<file path="config.mk">
export PLATFORM = sky130hd
export DESIGN_NAME = wb_select_pipe
export DESIGN_NICKNAME = d
export VERILOG_FILES = /design/src/rtl/wb_select_pipe.sv
export SDC_FILE = /design/constraint.sdc
export NUM_CORES = 1
export LEC_CHECK = 0
export ABC_CLOCK_PERIOD_IN_PS = 2600
export BUFFER_PORTS_ARGS = -buffer_cell sky130_fd_sc_hd__buf_2
export CORE_MARGIN = 5
export CORE_UTILIZATION = 40
export CTS_CLUSTER_DIAMETER = 50
export DETAILED_ROUTE_END_ITERATION = 10
export GPL_TIMING_DRIVEN = 0
export PLACE_DENSITY_LB_ADDON = 0.2
export SLEW_MARGIN = 20
export SYNTH_ARGS = -nofsm -noshare
export SYNTH_HDL_FRONTEND = slang
export SYNTH_SLANG_ARGS = --single-unit
</file>
<file path="constraint.sdc">
create_clock -name clk -period 2.6 [get_ports clk]
set_clock_uncertainty 0.1 [all_clocks]
set_input_delay 0.13 -clock clk [delete_from_list [all_inputs] [get_ports clk]]
set_output_delay 0.13 -clock clk [all_outputs]
set_load 0.005 [all_outputs]
</file>
<file path="src/rtl/wb_select_pipe.sv">
`default_nettype none
// ============================================================================
// wb_select_pipe : KGP-RISC write-back select, load extension, 2-entry skid.
// Optional forwarding ports: define WB_FWD_BYPASS_EN.        Revision: 1.0
// ============================================================================
module wb_select_pipe #(
  parameter int DATA_W  = 32,
  parameter int NUM_SRC = 4,
  parameter int SEL_W   = 2,
  parameter int RA_W    = 5,
  parameter int MEM_SRC = 2
) (
  input  logic                      clk,
  input  logic                      rst,
  input  logic                      flush,
  input  logic                      in_valid,
  output logic                      in_ready,
  input  logic [NUM_SRC*DATA_W-1:0] src_data,
  input  logic [SEL_W-1:0]          mem_to_reg,
  input  logic [1:0]                ld_size,
  input  logic                      ld_signed,
  input  logic [1:0]                ld_off,
  input  logic [RA_W-1:0]           in_rd,
  input  logic                      in_we,
  output logic                      out_valid,
  input  logic                      out_ready,
  output logic [DATA_W-1:0]         out_data,
  output logic [RA_W-1:0]           out_rd,
  output logic                      out_we
`ifdef WB_FWD_BYPASS_EN
  ,
  output logic                      fwd_valid,
  output logic [RA_W-1:0]           fwd_rd,
  output logic [DATA_W-1:0]         fwd_data,
  output logic                      fwd_we
`endif
);

  typedef enum logic [1:0] {
    EMPTY = 2'd0,
    ONE   = 2'd1,
    FULL  = 2'd2
  } state_t;

  state_t            state_q, state_d;
  logic [DATA_W-1:0] head_data_q, head_data_d;
  logic [RA_W-1:0]   head_rd_q, head_rd_d;
  logic              head_we_q, head_we_d;
  logic [DATA_W-1:0] skid_data_q, skid_data_d;
  logic [RA_W-1:0]   skid_rd_q, skid_rd_d;
  logic              skid_we_q, skid_we_d;

  logic [DATA_W-1:0] sel_data;
  logic [31:0]       ld_word;
  logic [7:0]        ld_byte;
  logic [15:0]       ld_half;
  logic [DATA_W-1:0] word_ext;
  logic [DATA_W-1:0] ext_data;
  logic [DATA_W-1:0] proc_data;
  logic              proc_we;
  logic              in_fire;
  logic              out_fire;

  // Source select; any out-of-range code falls back to source 0 (ALU).
  always_comb begin
    sel_data = src_data[DATA_W-1:0];
    for (int k = 1; k < NUM_SRC; k++) begin
      if (int'(mem_to_reg) == k) begin
        sel_data = src_data[k*DATA_W +: DATA_W];
      end
    end
  end

  assign ld_word = sel_data[31:0];

  always_comb begin
    case (ld_off)
      2'd0:    ld_byte = ld_word[7:0];
      2'd1:    ld_byte = ld_word[15:8];
      2'd2:    ld_byte = ld_word[23:16];
      default: ld_byte = ld_word[31:24];
    endcase
    ld_half = ld_off[1] ? ld_word[31:16] : ld_word[15:0];
  end

  generate
    if (DATA_W > 32) begin : g_word_wide
      assign word_ext = {{(DATA_W-32){ld_signed & ld_word[31]}}, ld_word};
    end else begin : g_word_native
      assign word_ext = ld_word;
    end
  endgenerate

  always_comb begin
    case (ld_size)
      2'b00:   ext_data = {{(DATA_W-8){ld_signed & ld_byte[7]}}, ld_byte};
      2'b01:   ext_data = {{(DATA_W-16){ld_signed & ld_half[15]}}, ld_half};
      default: ext_data = word_ext;
    endcase
  end

  assign proc_data = (int'(mem_to_reg) == MEM_SRC) ? ext_data : sel_data;
  assign proc_we   = in_we & (in_rd != '0);

  // in_ready is a function of registered state and flush only.
  assign in_ready  = (state_q != FULL) & ~flush;
  assign out_valid = (state_q != EMPTY);
  assign in_fire   = in_valid & in_ready;
  assign out_fire  = out_valid & out_ready;

  assign out_data = head_data_q;
  assign out_rd   = head_rd_q;
  assign out_we   = head_we_q;

  always_comb begin
    state_d     = state_q;
    head_data_d = head_data_q;
    head_rd_d   = head_rd_q;
    head_we_d   = head_we_q;
    skid_data_d = skid_data_q;
    skid_rd_d   = skid_rd_q;
    skid_we_d   = skid_we_q;
    if (flush) begin
      state_d = EMPTY;
    end else begin
      case (state_q)
        EMPTY: begin
          if (in_fire) begin
            head_data_d = proc_data;
            head_rd_d   = in_rd;
            head_we_d   = proc_we;
            state_d     = ONE;
          end
        end
        ONE: begin
          if (in_fire && out_fire) begin
            head_data_d = proc_data;
            head_rd_d   = in_rd;
            head_we_d   = proc_we;
          end else if (in_fire) begin
            skid_data_d = proc_data;
            skid_rd_d   = in_rd;
            skid_we_d   = proc_we;
            state_d     = FULL;
          end else if (out_fire) begin
            state_d = EMPTY;
          end
        end
        FULL: begin
          if (out_fire) begin
            head_data_d = skid_data_q;
            head_rd_d   = skid_rd_q;
            head_we_d   = skid_we_q;
            state_d     = ONE;
          end
        end
        default: state_d = EMPTY;
      endcase
    end
  end

  always_ff @(posedge clk or posedge rst) begin
    if (rst) begin
      state_q     <= EMPTY;
      head_data_q <= '0;
      head_rd_q   <= '0;
      head_we_q   <= 1'b0;
      skid_data_q <= '0;
      skid_rd_q   <= '0;
      skid_we_q   <= 1'b0;
    end else begin
      state_q     <= state_d;
      head_data_q <= head_data_d;
      head_rd_q   <= head_rd_d;
      head_we_q   <= head_we_d;
      skid_data_q <= skid_data_d;
      skid_rd_q   <= skid_rd_d;
      skid_we_q   <= skid_we_d;
    end
  end

`ifdef WB_FWD_BYPASS_EN
  // Youngest stored entry: the skid slot when FULL, otherwise the head.
  always_comb begin
    fwd_valid = 1'b0;
    fwd_rd    = '0;
    fwd_data  = '0;
    fwd_we    = 1'b0;
    if (state_q == FULL) begin
      fwd_valid = 1'b1;
      fwd_rd    = skid_rd_q;
      fwd_data  = skid_data_q;
      fwd_we    = skid_we_q;
    end else if (state_q == ONE) begin
      fwd_valid = 1'b1;
      fwd_rd    = head_rd_q;
      fwd_data  = head_data_q;
      fwd_we    = head_we_q;
    end
  end
`endif

endmodule
`default_nettype wire

</file>
== After elaboration in Yosys (flattened, before gate mapping) ==
Cells that the tools add are included.
Word-level totals
  register bits after elaboration: 78
  bits of input ports: 146
  output and inout port bits: 40
  word-level logic and storage cells: 67
Operators by class
  equal/unequal tests: 16
  mux-type cells: 26
  bitwise logic cells: 8
  reduce and logical (&&, ||, !) cells: 10
Operator list (number)
  2-to-1 mux 32 bit: 7
  case mux 32 bit (3 select lines): 1
  case mux 32 bit (2 select lines): 1
  case mux 8 bit (3 select lines): 1
  2-to-1 mux 16 bit: 1
  2-to-1 mux 5 bit: 3
  case mux 5 bit (3 select lines): 1
  2-to-1 mux 2 bit: 6
  inequality test 3 bit (second input constant): 3
  == test 2 x 1 -> 1 bit (second input constant): 4
  == test 2 bit (second input constant): 4
  inequality test 2 bit (second input constant): 4
  AND reduction 4 bit: 2
  bitwise AND 1 bit: 6
  zero test 2 bit: 3
  case mux 2 bit (3 select lines): 1
  AND reduction 5 bit: 1
  nonzero test 5 bit: 1
  inequality test 4 bit (second input constant): 1
  2-to-1 mux 1 bit: 3
  case mux 1 bit (3 select lines): 1
  nonzero test 3 bit: 1
  inverter 1 bit: 2
  nonzero test 2 bit: 1
  logical AND 1 bit: 1

== Longest topological paths before layout ==
Gate-level depths: netlist (run 1).
  depth after elaboration: 10
  depth in mapped cells: 9
  mapped depth without buffers: 5

== Worst setup path after synthesis (run 1) ==
Ideal clock, no wire load.
  path kind: register -> register
  start point: register state_q[1]
  end point: register head_data_q[17], in the netlist out_data[17]
  setup time: 129 ps
  data arrival time: 1734 ps
  required time: 2371 ps
  path slack: 637 ps
  cell stages (with the launch flop): 8
  buffers on the path: 2
  period minus slack after synthesis: 1963 ps
  cells stage by stage: dfrtp_1 nor2b_1 a21oi_2 or2_2 clkbuf_1 clkbuf_1 a221oi_1 a21oi_1
Between the ends
  longest elaborated chain between the ends: 6
  elaborated cells between the ends (all ways): 15
  those cells by class: eq/ne (6); mux (1); bitwise (3); reduce/logical (5)
RTL lines
  start, declared: RTL line 45  | state_t state_q, state_d;
  start signal, assigned: RTL line 172  | state_q <= state_d;
  inequality test 2 bit: RTL line 106  | assign in_ready = (state_q != FULL) & ~flush;
  bitwise AND 1 bit: RTL line 106
  bitwise AND 1 bit: RTL line 108  | assign in_fire = in_valid & in_ready;
  logical AND 1 bit: RTL line 136  | if (in_fire && out_fire) begin
  inequality test 2 bit (no source line)
  AND reduction 5 bit (no source line)
  end signal, assigned: RTL line 173  | head_data_q <= head_data_d;
  end, declared: RTL line 46  | logic [DATA_W-1:0] head_data_q, head_data_d;
Several ways; a longest one is shown, not always the timed one.
A chain may end at the register's enable or synchronous reset.

== Final worst setup path (run 1) ==
  start point: register state_q[1]
  end point: output in_ready
Between the ends
  longest elaborated chain between the ends: 2
RTL lines
  inequality test 2 bit: RTL line 106
  bitwise AND 1 bit: RTL line 106
  end, declared: RTL line 17  | output logic in_ready,
No other way between the ends.

==> impl_metrics.py, run 1 <==
metrics = {
    "run_status": {
        "status": "finished clean",
    },
    "cells_and_area": {
        "drive_above_1_share_pct": 35.3,
        "final_cells": 898,
        "final_common_cell": "buf_2",
        "layout_common_cells": "buf_2 (190), nand2_1 (79), dfrtp_1 (78)",
        "multi_input_area_mm2": 0.00281,
        "area_growth_pct": 31.5,
        "fin_util_pct": 54.3,
        "fillCellCount": 1132,
        "antenna_cells": 0,
        "fin_nets": 872,
        "regArea_mm2": 0.00195,
    },
    "yosys": {
        "synth_edf_count": 0,
        "synth_nets": 673,
        "synth_area_mm2": 0.00500,
        "ys_ff_latch": 78,
        "synthFlopType": "dfrtp_1",
        "synthDistinctLibCells": 49,
        "ys_seq_area_share_pct": 39.0,
        "synth_cells": 527,
        "ys_warn_count": 0,
        "async_reset_ff_share_pct": 100,
        "avgSynthCellArea_um2": 9.49,
    },
    "floorplanning": {
        "chipHeight_um": 122,
        "io_pins": 186,
        "die_w_um": 122,
        "fp.coreArea_mm2": 0.0121,
        "start_util_pct": 41.3,
        "die-area_mm2": 0.0148,
        "rows": 40,
    },
    "power": {
        "p_per_area_mw_per_mm2": 637,
        "ir_drop_mv": 0.352,
        "power.leakage_nw": 3.01,
    },
    "global_routing": {
        "grt.overflow.total": 0,
        "grt_pass1_wl_um": 27300,
        "grt_busiest_layer": "met2",
        "grt_usage_pct": 23.5,
        "met3_usage_pct": 4.36,
        "grt_pass1_vias": 5330,
        "grt_use_met1_pct": 30.7,
        "grt_max_degree": 50,
        "antenna_found_initial": 0,
        "met2_usage_pct": 38.8,
    },
    "placement": {
        "placed_cells": 877,
        "place_ws_ns": 0.0555,
        "numPortBuffers": 181,
        "gp_congestion": 0.963,
        "place_hpwl_um": 13600,
    },
    "clock_network": {
        "cts_made_buffers": 9,
        "clkSlewWorstSetupHoldPaths_ns": 0.06,
        "cts.sinks": 78,
        "clock_latency_ns": 0.34,
        "cts_tree": "yes",
        "cts_buffer_depth": 2,
        "htreeDepth": 3,
        "root_buffer": "clkbuf_16",
    },
    "drt": {
        "avgRoutedWirePerCell_um": 19.0,
        "wirelength_um": 17100,
        "ant_nets": 0,
        "drt-pass1-iter-count": 5,
        "drcViolationCount": 0,
        "drtIter0Drc": 366,
        "vias_per_cell": 5.71,
        "num_vias": 5124,
    },
    "timing": {
        "setup-violations-final": 0,
        "tightest_slew_ns": 0.815,
        "fin_ws_ns": 0.147,
        "rsz0062_at_grt": "no",
        "slew_viol_final": 0,
        "whs_ns": 0.0494,
        "final-hold-violation-count": 0,
        "timing.final.crit_share_pct": 94.4,
        "tns_ns": 0,
        "period_minus_slack_ns": 2.45,
        "slew_headroom_pct": 45.2,
        "fmax_ghz": 0.408,
    },
    "hold_path": {
        "min_path_type": "input pin to flop",
        "hold_start": "in_we",
        "holdPathStages": 3,
        "holdPathEnd": "skid_we_q",
    },
    "worst_setup_path": {
        "cp-end-kind": "output port",
        "cp_cell_sequence": "nor2b_1, clkbuf_2, clkbuf_2, nor2_1, buf_2",
        "crit_required_ns": 2.37,
        "r2r_cells": 7,
        "crit_path_max_fanout": 10,
        "critPathMaxStageDelay_ns": 0.49,
        "worst-setup-path-type": "flop to output port",
        "cp-start-kind": "flop",
        "worstPathArrival_ns": 2.22,
        "r2r-end": "out_data[22]",
        "regToRegStartpoint": "state_q[0]",
        "cp_slowest_cell": "nor2b_1",
        "rrSetupSlack_ns": 0.23,
        "path_common_cell": "clkbuf_2",
    },
    "flow_run": {
        "maxCapViolCount": 0,
    },
}
-- per-layer routing --
metal | wire (µm) | up-vias
li1 | - | 2400
met1 | 6950 | 2445
met2 | 8140 | 245
met3 | 1520 | 34
met4 | 492 | 0
met5 | 0 | -
-- report_power, final --
group | switching (W) | total, W | internal, W | leakage, nW
Sequential | 0.000161 | 0.00167 | 0.00151 | 0.951
Combinational | 0.000515 | 0.00102 | 0.000502 | 1.88
Clock | 0.000490 | 0.00150 | 0.00101 | 0.175
-- worst max-delay path: cells and delay by family (launching register included) --
kind          cells  cell delay [ns]
flops             1             0.44
buf+inv           3             0.86
simple gates      2             0.57
-- area by class of cell --
class	instances	share of cell area (%)
Clock inverter	3	1.37
Clock buffer	12	4.05
Inverter	6	0.381
Sequential cell	78	29.7
Multi-Input combinational cell	398	42.7
Buffer	44	3.37
Tap cell	168	3.20
Timing Repair Buffer	189	15.3
-- flip-flops by register name (all words and copies together) (netlist names) --
| signal | flops |
|---|---|
| out_data | 32 |
| skid_data_q | 32 |
| out_rd | 5 |
| skid_rd_q | 5 |
| state_q | 2 |
| out_we | 1 |
| skid_we_q | 1 |
-- what timing repair did --
action                     in CTS  in global routing
hold endpoints to repair       35                  0
pin swaps                       0                  0
hold buffers                    7                  0
buffers inserted                0                  0
gates resized for setup         2                  6
setup endpoints to repair       1                 24
cloned                          0                  0
-- per-stage QoR --
| stage | power (W) | instance area [µm²] |
|---|---|---|
| 2_1_floorplan | 0.00226 | 5000 |
| 3_3_place_gp | 0.00266 | 6120 |
| 3_5_place_dp | 0.00270 | 6150 |
| 6_report | 0.00419 | 6580 |
| 5_1_grt | 0.00439 | 6580 |
| 4_1_cts | 0.00420 | 6580 |
-- kinds of logic (layout without fill, tap and decap cells) --
family	Yosys count	in the layout	synth area share, %
compound gates	153	153	21.0
flops	78	78	39.0
buf+inv	51	254	4.83
simple gates	173	173	15.9
mux	72	72	19.2
-- synth_stat cells, types with 2 or more instances --
library cell / count / area share, %
a221oi_1: 7 / 1.2
buf_2: 9 / 0.90
mux4_2: 7 / 3.2
and3_1: 8 / 1.0
nand3_1: 11 / 1.1
a31oi_1: 25 / 3.1
o22ai_1: 9 / 1.1
mux2_2: 29 / 6.5
nor4b_1: 2 / 0.35
a221o_1: 7 / 1.4
nand2_1: 79 / 5.9
nor3_1: 15 / 1.5
or2_2: 3 / 0.38
o21ai_0: 19 / 1.9
nor2_1: 30 / 2.3
dfrtp_1: 78 / 39
o221ai_1: 6 / 1.1
o311ai_0: 10 / 1.8
a21oi_1: 31 / 3.1
mux4_1: 7 / 3.7
nor2b_1: 3 / 0.38
o2111ai_1: 7 / 1.2
a211oi_1: 6 / 0.90
inv_1: 5 / 0.38
a22o_1: 6 / 1.1
o211ai_1: 3 / 0.45
clkbuf_1: 31 / 2.3
o31ai_1: 11 / 1.7
mux2i_1: 29 / 5.8
buf_6: 3 / 0.68
nand2b_1: 13 / 1.6
-- how the worst max path moves through the flow --
| stage | start | endpoint | cells after the start |
|---|---|---|---|
| 2_1_floorplan | rst | out_data[0] | 1 |
| 3_3_place_gp | rst | out_data[24] | 2 |
| 3_5_place_dp | state_q[1] | out_data[27] | 7 |
| 4_1_cts | state_q[1] | out_data[27] | 7 |
| 5_1_grt | state_q[1] | in_ready | 5 |
| 6_report | state_q[1] | in_ready | 5 |
Note: power is estimated with default switching activity, not from simulation.
==> run 2, diff against run 1 <==
Settings changed: REMOVE_ABC_BUFFERS set to 1.
==> run 2 against run 1 <==
Net effect: worst setup slack gained 0.041 ns; global-route usage shrank 1.8 points; sequential power is essentially flat.
==> impl_metrics.py, run 2 (same netlist as run 1, synthesis figures left out) <==
metrics = {
    "run_status": {
        "status": "finished clean",
    },
    "clock_network": {
        "root_buffer": "clkbuf_16",
        "cts_made_buffers": 9,
        "cts_buffer_depth": 2,
        "clkSlewWorstSetupHoldPaths_ns": 0.06,
        "clock_latency_ns": 0.33,
        "htreeDepth": 3,
        "cts_tree": "yes",
        "cts.sinks": 78,
    },
    "global_routing": {
        "antenna_found_initial": 0,
        "grt_pass1_wl_um": 25800,
        "grt_max_degree": 51,
        "grt_usage_pct": 21.7,
        "grt.overflow.total": 0,
        "grt_pass1_vias": 5055,
    },
    "timing": {
        "fmax_ghz": 0.415,
        "rsz0062_at_grt": "no",
        "final-hold-violation-count": 0,
        "setup-violations-final": 0,
        "period_minus_slack_ns": 2.41,
        "tightest_slew_ns": 0.995,
        "timing.final.crit_share_pct": 92.8,
        "slew_headroom_pct": 33.2,
        "slew_viol_final": 0,
    },
    "floorplanning": {
        "die_w_um": 122,
        "chipHeight_um": 122,
        "io_pins": 186,
        "rows": 40,
        "start_util_pct": 41.3,
        "fp.coreArea_mm2": 0.0121,
        "die-area_mm2": 0.0148,
    },
    "placement": {
        "placed_area_mm2": 0.00608,
        "numPortBuffers": 185,
        "place_hpwl_um": 11800,
        "gp_congestion": 0.848,
        "placed_cells": 843,
    },
    "drt": {
        "routed.top_layer": "met4",
        "wl_met3_um": 1330,
        "ant_nets": 0,
        "wl_met2_um": 7700,
        "vias_per_cell": 5.80,
        "wirelength_um": 16300,
        "drcViolationCount": 0,
        "drt-met1-wl_um": 6920,
        "avgRoutedWirePerCell_um": 18.7,
        "drt-pass1-iter-count": 7,
        "drtIter0Drc": 458,
        "num_vias": 5034,
    },
    "worst_setup_path": {
        "worst-setup-path-type": "input pin to flop",
        "crit_required_ns": 2.69,
        "worstPathArrival_ns": 2.50,
        "cp-start-kind": "input pin",
        "crit_path_max_fanout": 10,
        "cp-end-kind": "flop",
    },
    "cells_and_area": {
        "final_cells": 868,
        "fillCellCount": 1122,
        "fin_util_pct": 53.6,
        "antenna_cells": 0,
        "fin_area_mm2": 0.00649,
        "area_growth_pct": 29.8,
        "fin_nets": 841,
        "final_common_cell": "buf_2",
        "drive_above_1_share_pct": 37.3,
        "layout_common_cells": "buf_2 (183), nand2_1 (78), dfrtp_1 (78)",
    },
    "power": {
        "total_power_w": 0.00397,
        "ir_drop_mv": 0.377,
        "power.leakage_nw": 2.95,
        "p_per_area_mw_per_mm2": 612,
    },
    "hold_path": {
        "min_path_type": "input pin to flop",
    },
    "flow_run": {
        "maxCapViolCount": 0,
    },
}
run 2: per-layer routing:
layer  track usage (%)  vias to the layer above
li1                  -                     2344
met1              28.0                     2416
met2              36.4                      249
met3              4.92                       25
met4              6.44                        0
met5                 0                        -
run 2: through the flow:
| step | setup WS, ns | hold WS [ns] | setup TNS (ns) |
|---|---|---|---|
| 3_3_place_gp | -1.62 | 0.257 | -138.39 |
| 2_1_floorplan | -0.0184 | 0.0958 | -0.0184 |
| 4_1_cts | 0.00562 | 0.0219 | 0 |
| 5_1_grt | 0.0808 | 0.0650 | 0 |
| 6_report | 0.188 | 0.0314 | 0 |
| 3_5_place_dp | -0.329 | 0.0882 | -11.39 |
run 2: path summary, 6_finish.rpt:
| path | start | depth (start not counted) | slack [ns] | to |
|---|---|---|---|---|
| worst max-delay path | out_ready | 7 | 0.19 | out_data[15] |
| worst min-delay path | in_we | 3 | 0.03 | skid_we_q |
| worst max register to register | state_q[0] | 5 | 0.23 | out_data[15] |
| worst min register to register | skid_data_q[30] | 2 | 0.38 | skid_data_q[30] |
| max in group asynchronous | rst | 4 | 1.55 | skid_data_q[2] |
| min in group asynchronous | rst | 3 | 0.27 | out_data[27] |
run 2: power by group:
part	switching (W)	leakage, nW	total, W	internal, W
registers	0.000153	0.951	0.00166	0.00151
clock network	0.000537	0.148	0.00129	0.000757
logic	0.000521	1.85	0.00102	0.000499
total	0.00121	2.95	0.00397	0.00276
run 2: cell type report:
class | instances | area (µm²) | share of cell area, %
Tap cell | 168 | 210 | 3.24
Sequential cell | 78 | 1950 | 30.1
Multi-Input combinational cell | 399 | 2870 | 44.2
Timing Repair Buffer | 201 | 1130 | 17.4
Clock buffer | 9 | 225 | 3.47
Inverter | 6 | 25.0 | 0.386
Clock inverter | 7 | 80.1 | 1.23
run 2: worst max-delay path: stages:
cell	delay, ns
dlygate4sd3_1	0.53
buf_2	0.15
nand2b_1	0.25
a21oi_2	0.62
nor3_1	0.15
a2111oi_0	0.51
a21oi_1	0.16
run 2: timing repair:
action | in CTS | in global routing
endpoints found under the setup margin | 3 | 48
endpoints found under the hold margin | 40 | 0
setup buffers | 0 | 1
pin swaps | 0 | 2
hold buffers | 7 | 0
gates resized for setup | 1 | 3
gates cloned | 0 | 1
==> run 3, diff against run 2 <==
Settings changed: ABC_CLOCK_PERIOD_IN_PS 2600 to 2150, CAP_MARGIN set to 20.
Clock period 2.6 ns to 2.15 ns, I/O delays scaled along.
==> run 3 against run 2 <==
Net effect: combinational power increased by 23%; total power increased by 21%; flip-flop and latch count unchanged; clock power increased by 19%; die area unchanged; non-clock buffer count rose by 6; register-to-register slack got worse by 0.12 ns; hold slack improved by 0.016 ns; wire length is 0.80% higher; core utilization up 0.87 points; sequential share of layout area fell by 0.46 points; worst setup slack lost 0.13 ns.
==> impl_metrics.py, run 3 (same netlist as run 1, synthesis figures left out) <==
metrics = {
    "run_status": {
        "status": "finished clean",
    },
    "timing": {
        "slew_viol_final": 0,
        "period_minus_slack_ns": 2.10,
        "tightest_slew_ns": 0.814,
        "fmax_ghz": 0.477,
        "fin_ws_ns": 0.0542,
        "setup-violations-final": 0,
        "tns_ns": 0,
        "final-hold-violation-count": 0,
        "slew_headroom_pct": 45.3,
        "timing.final.crit_share_pct": 97.5,
    },
    "cells_and_area": {
        "fin_nets": 848,
        "fin_area_mm2": 0.00660,
        "antenna_cells": 0,
        "drive_above_1_share_pct": 38.5,
        "area_growth_pct": 31.9,
        "layout_common_cells": "buf_2 (183), nand2_1 (78), dfrtp_1 (77)",
        "final_common_cell": "buf_2",
    },
    "global_routing": {
        "antenna_found_initial": 0,
        "grt_pass1_wl_um": 25900,
        "grt.overflow.total": 0,
        "grt_pass1_vias": 5090,
        "grt_usage_pct": 21.9,
        "grt_max_degree": 51,
    },
    "power": {
        "power.leakage_nw": 3.01,
        "ir_drop_mv": 0.483,
        "pwr-share-clk_pct": 32.1,
        "power.internal_w": 0.00335,
        "combinationalPowerShare_pct": 26.1,
        "p_per_area_mw_per_mm2": 727,
        "p_seq_share_pct": 41.9,
        "p_sw_share_pct": 30.2,
        "total_power_w": 0.00480,
        "netSwitchingPower_w": 0.00145,
    },
    "placement": {
        "place_ws_ns": -0.756,
        "numPortBuffers": 185,
        "gp_congestion": 0.848,
        "place_hpwl_um": 11900,
        "placed_area_mm2": 0.00608,
    },
    "floorplanning": {
        "fp.coreArea_mm2": 0.0121,
        "die-area_mm2": 0.0148,
        "chipHeight_um": 122,
        "rows": 40,
        "io_pins": 186,
        "start_util_pct": 41.3,
        "die_w_um": 122,
    },
    "worst_setup_path": {
        "cp-start-kind": "input pin",
        "critPathMaxStageDelay_ns": 0.53,
        "worst-setup-path-type": "input pin to flop",
        "cp_slowest_cell": "dlygate4sd3_1",
        "crit_path_max_fanout": 12,
        "crit_required_ns": 2.26,
        "worstPathArrival_ns": 2.21,
        "cp-end-kind": "flop",
        "cp_cell_sequence": "dlygate4sd3_1, buf_2, nand2b_2, a21oi_4, nor2_2, and3_1, a221o_1",
    },
    "hold_path": {
        "min_path_type": "input pin to flop",
    },
    "drt": {
        "drcViolationCount": 0,
        "drt-pass1-iter-count": 5,
        "vias_per_cell": 5.77,
        "avgRoutedWirePerCell_um": 18.7,
        "num_vias": 5052,
        "wirelength_um": 16400,
        "ant_nets": 0,
        "drtIter0Drc": 407,
    },
    "clock_network": {
        "clock_latency_ns": 0.33,
        "htreeDepth": 3,
        "cts_buffer_depth": 2,
        "root_buffer": "clkbuf_16",
        "cts_tree": "yes",
        "cts.sinks": 78,
        "clkSlewWorstSetupHoldPaths_ns": 0.06,
        "cts_made_buffers": 9,
    },
    "flow_run": {
        "maxCapViolCount": 0,
    },
}
run 3: path summary, 6_finish.rpt:
path                            startpoint               to  slack (ns)  cells past startpoint
setup / recovery                 out_ready      out_data[0]        0.05                      7
hold / removal                   ld_signed  skid_data_q[15]        0.05                      3
setup reg to reg                state_q[1]      out_data[0]        0.11                      5
hold reg to reg            skid_data_q[30]  skid_data_q[30]        0.38                      2
max in group asynchronous              rst   skid_data_q[2]        1.10                      4
min in group asynchronous              rst     out_data[27]        0.27                      3
run 3: cell type report:
cell class              count  area [µm²]
multi-input cells         400        2920
inverters                   6        25.0
flip-flops and latches     78        1950
clock inverters             6        71.3
well taps                 168         210
fillers                  1112        5520
clock buffers              10         229
repair buffers            207        1190
run 3: metal layers:
metal / vias to the layer above / wire [µm] / GRT usage [%]
met5: - / 0 / 0
met3: 33 / 1260 / 4.97
li1: 2365 / - / -
met4: 0 / 420 / 6.51
met1: 2412 / 6960 / 28.2
met2: 242 / 7760 / 36.8
run 3: repair_timing:
action                                 CTS  global route
buffers inserted                         1             5
cloned                                   1             1
pin swaps                                2             2
setup endpoints to repair               69            33
endpoints found under the hold margin   41             0
hold buffers                             8             0
resized for setup                       11             9
run 3: power groups by stage:
| stage | clock, W | combinational [W] | sequential (W) |
|---|---|---|---|
| final | 0.00154 | 0.00125 | 0.00201 |
| after global routing | 0.00162 | 0.00140 | 0.00205 |
| after CTS | 0.00156 | 0.00124 | 0.00201 |
| after detailed placement | 0 | 0.00121 | 0.00203 |
| after global placement | 0 | 0.00116 | 0.00201 |
| after floorplan | 0 | 0.000661 | 0.00201 |
run 3: metrics by stage:
step,utilization [%],hold slack (ns),instances
after global placement,48.9,0.235,835
after global routing,54.5,0.0696,875
final,54.5,0.0470,875
after CTS,53.8,0.0381,869
after floorplan,-,0.0733,482
after detailed placement,50.2,0.0654,843
run 3: worst max-delay path, delay by kind of cell:
| kind | cells | cell delay (ns) |
|---|---|---|
| simple gates | 3 | 0.73 |
| buf+inv | 2 | 0.68 |
| compound gates | 2 | 0.67 |
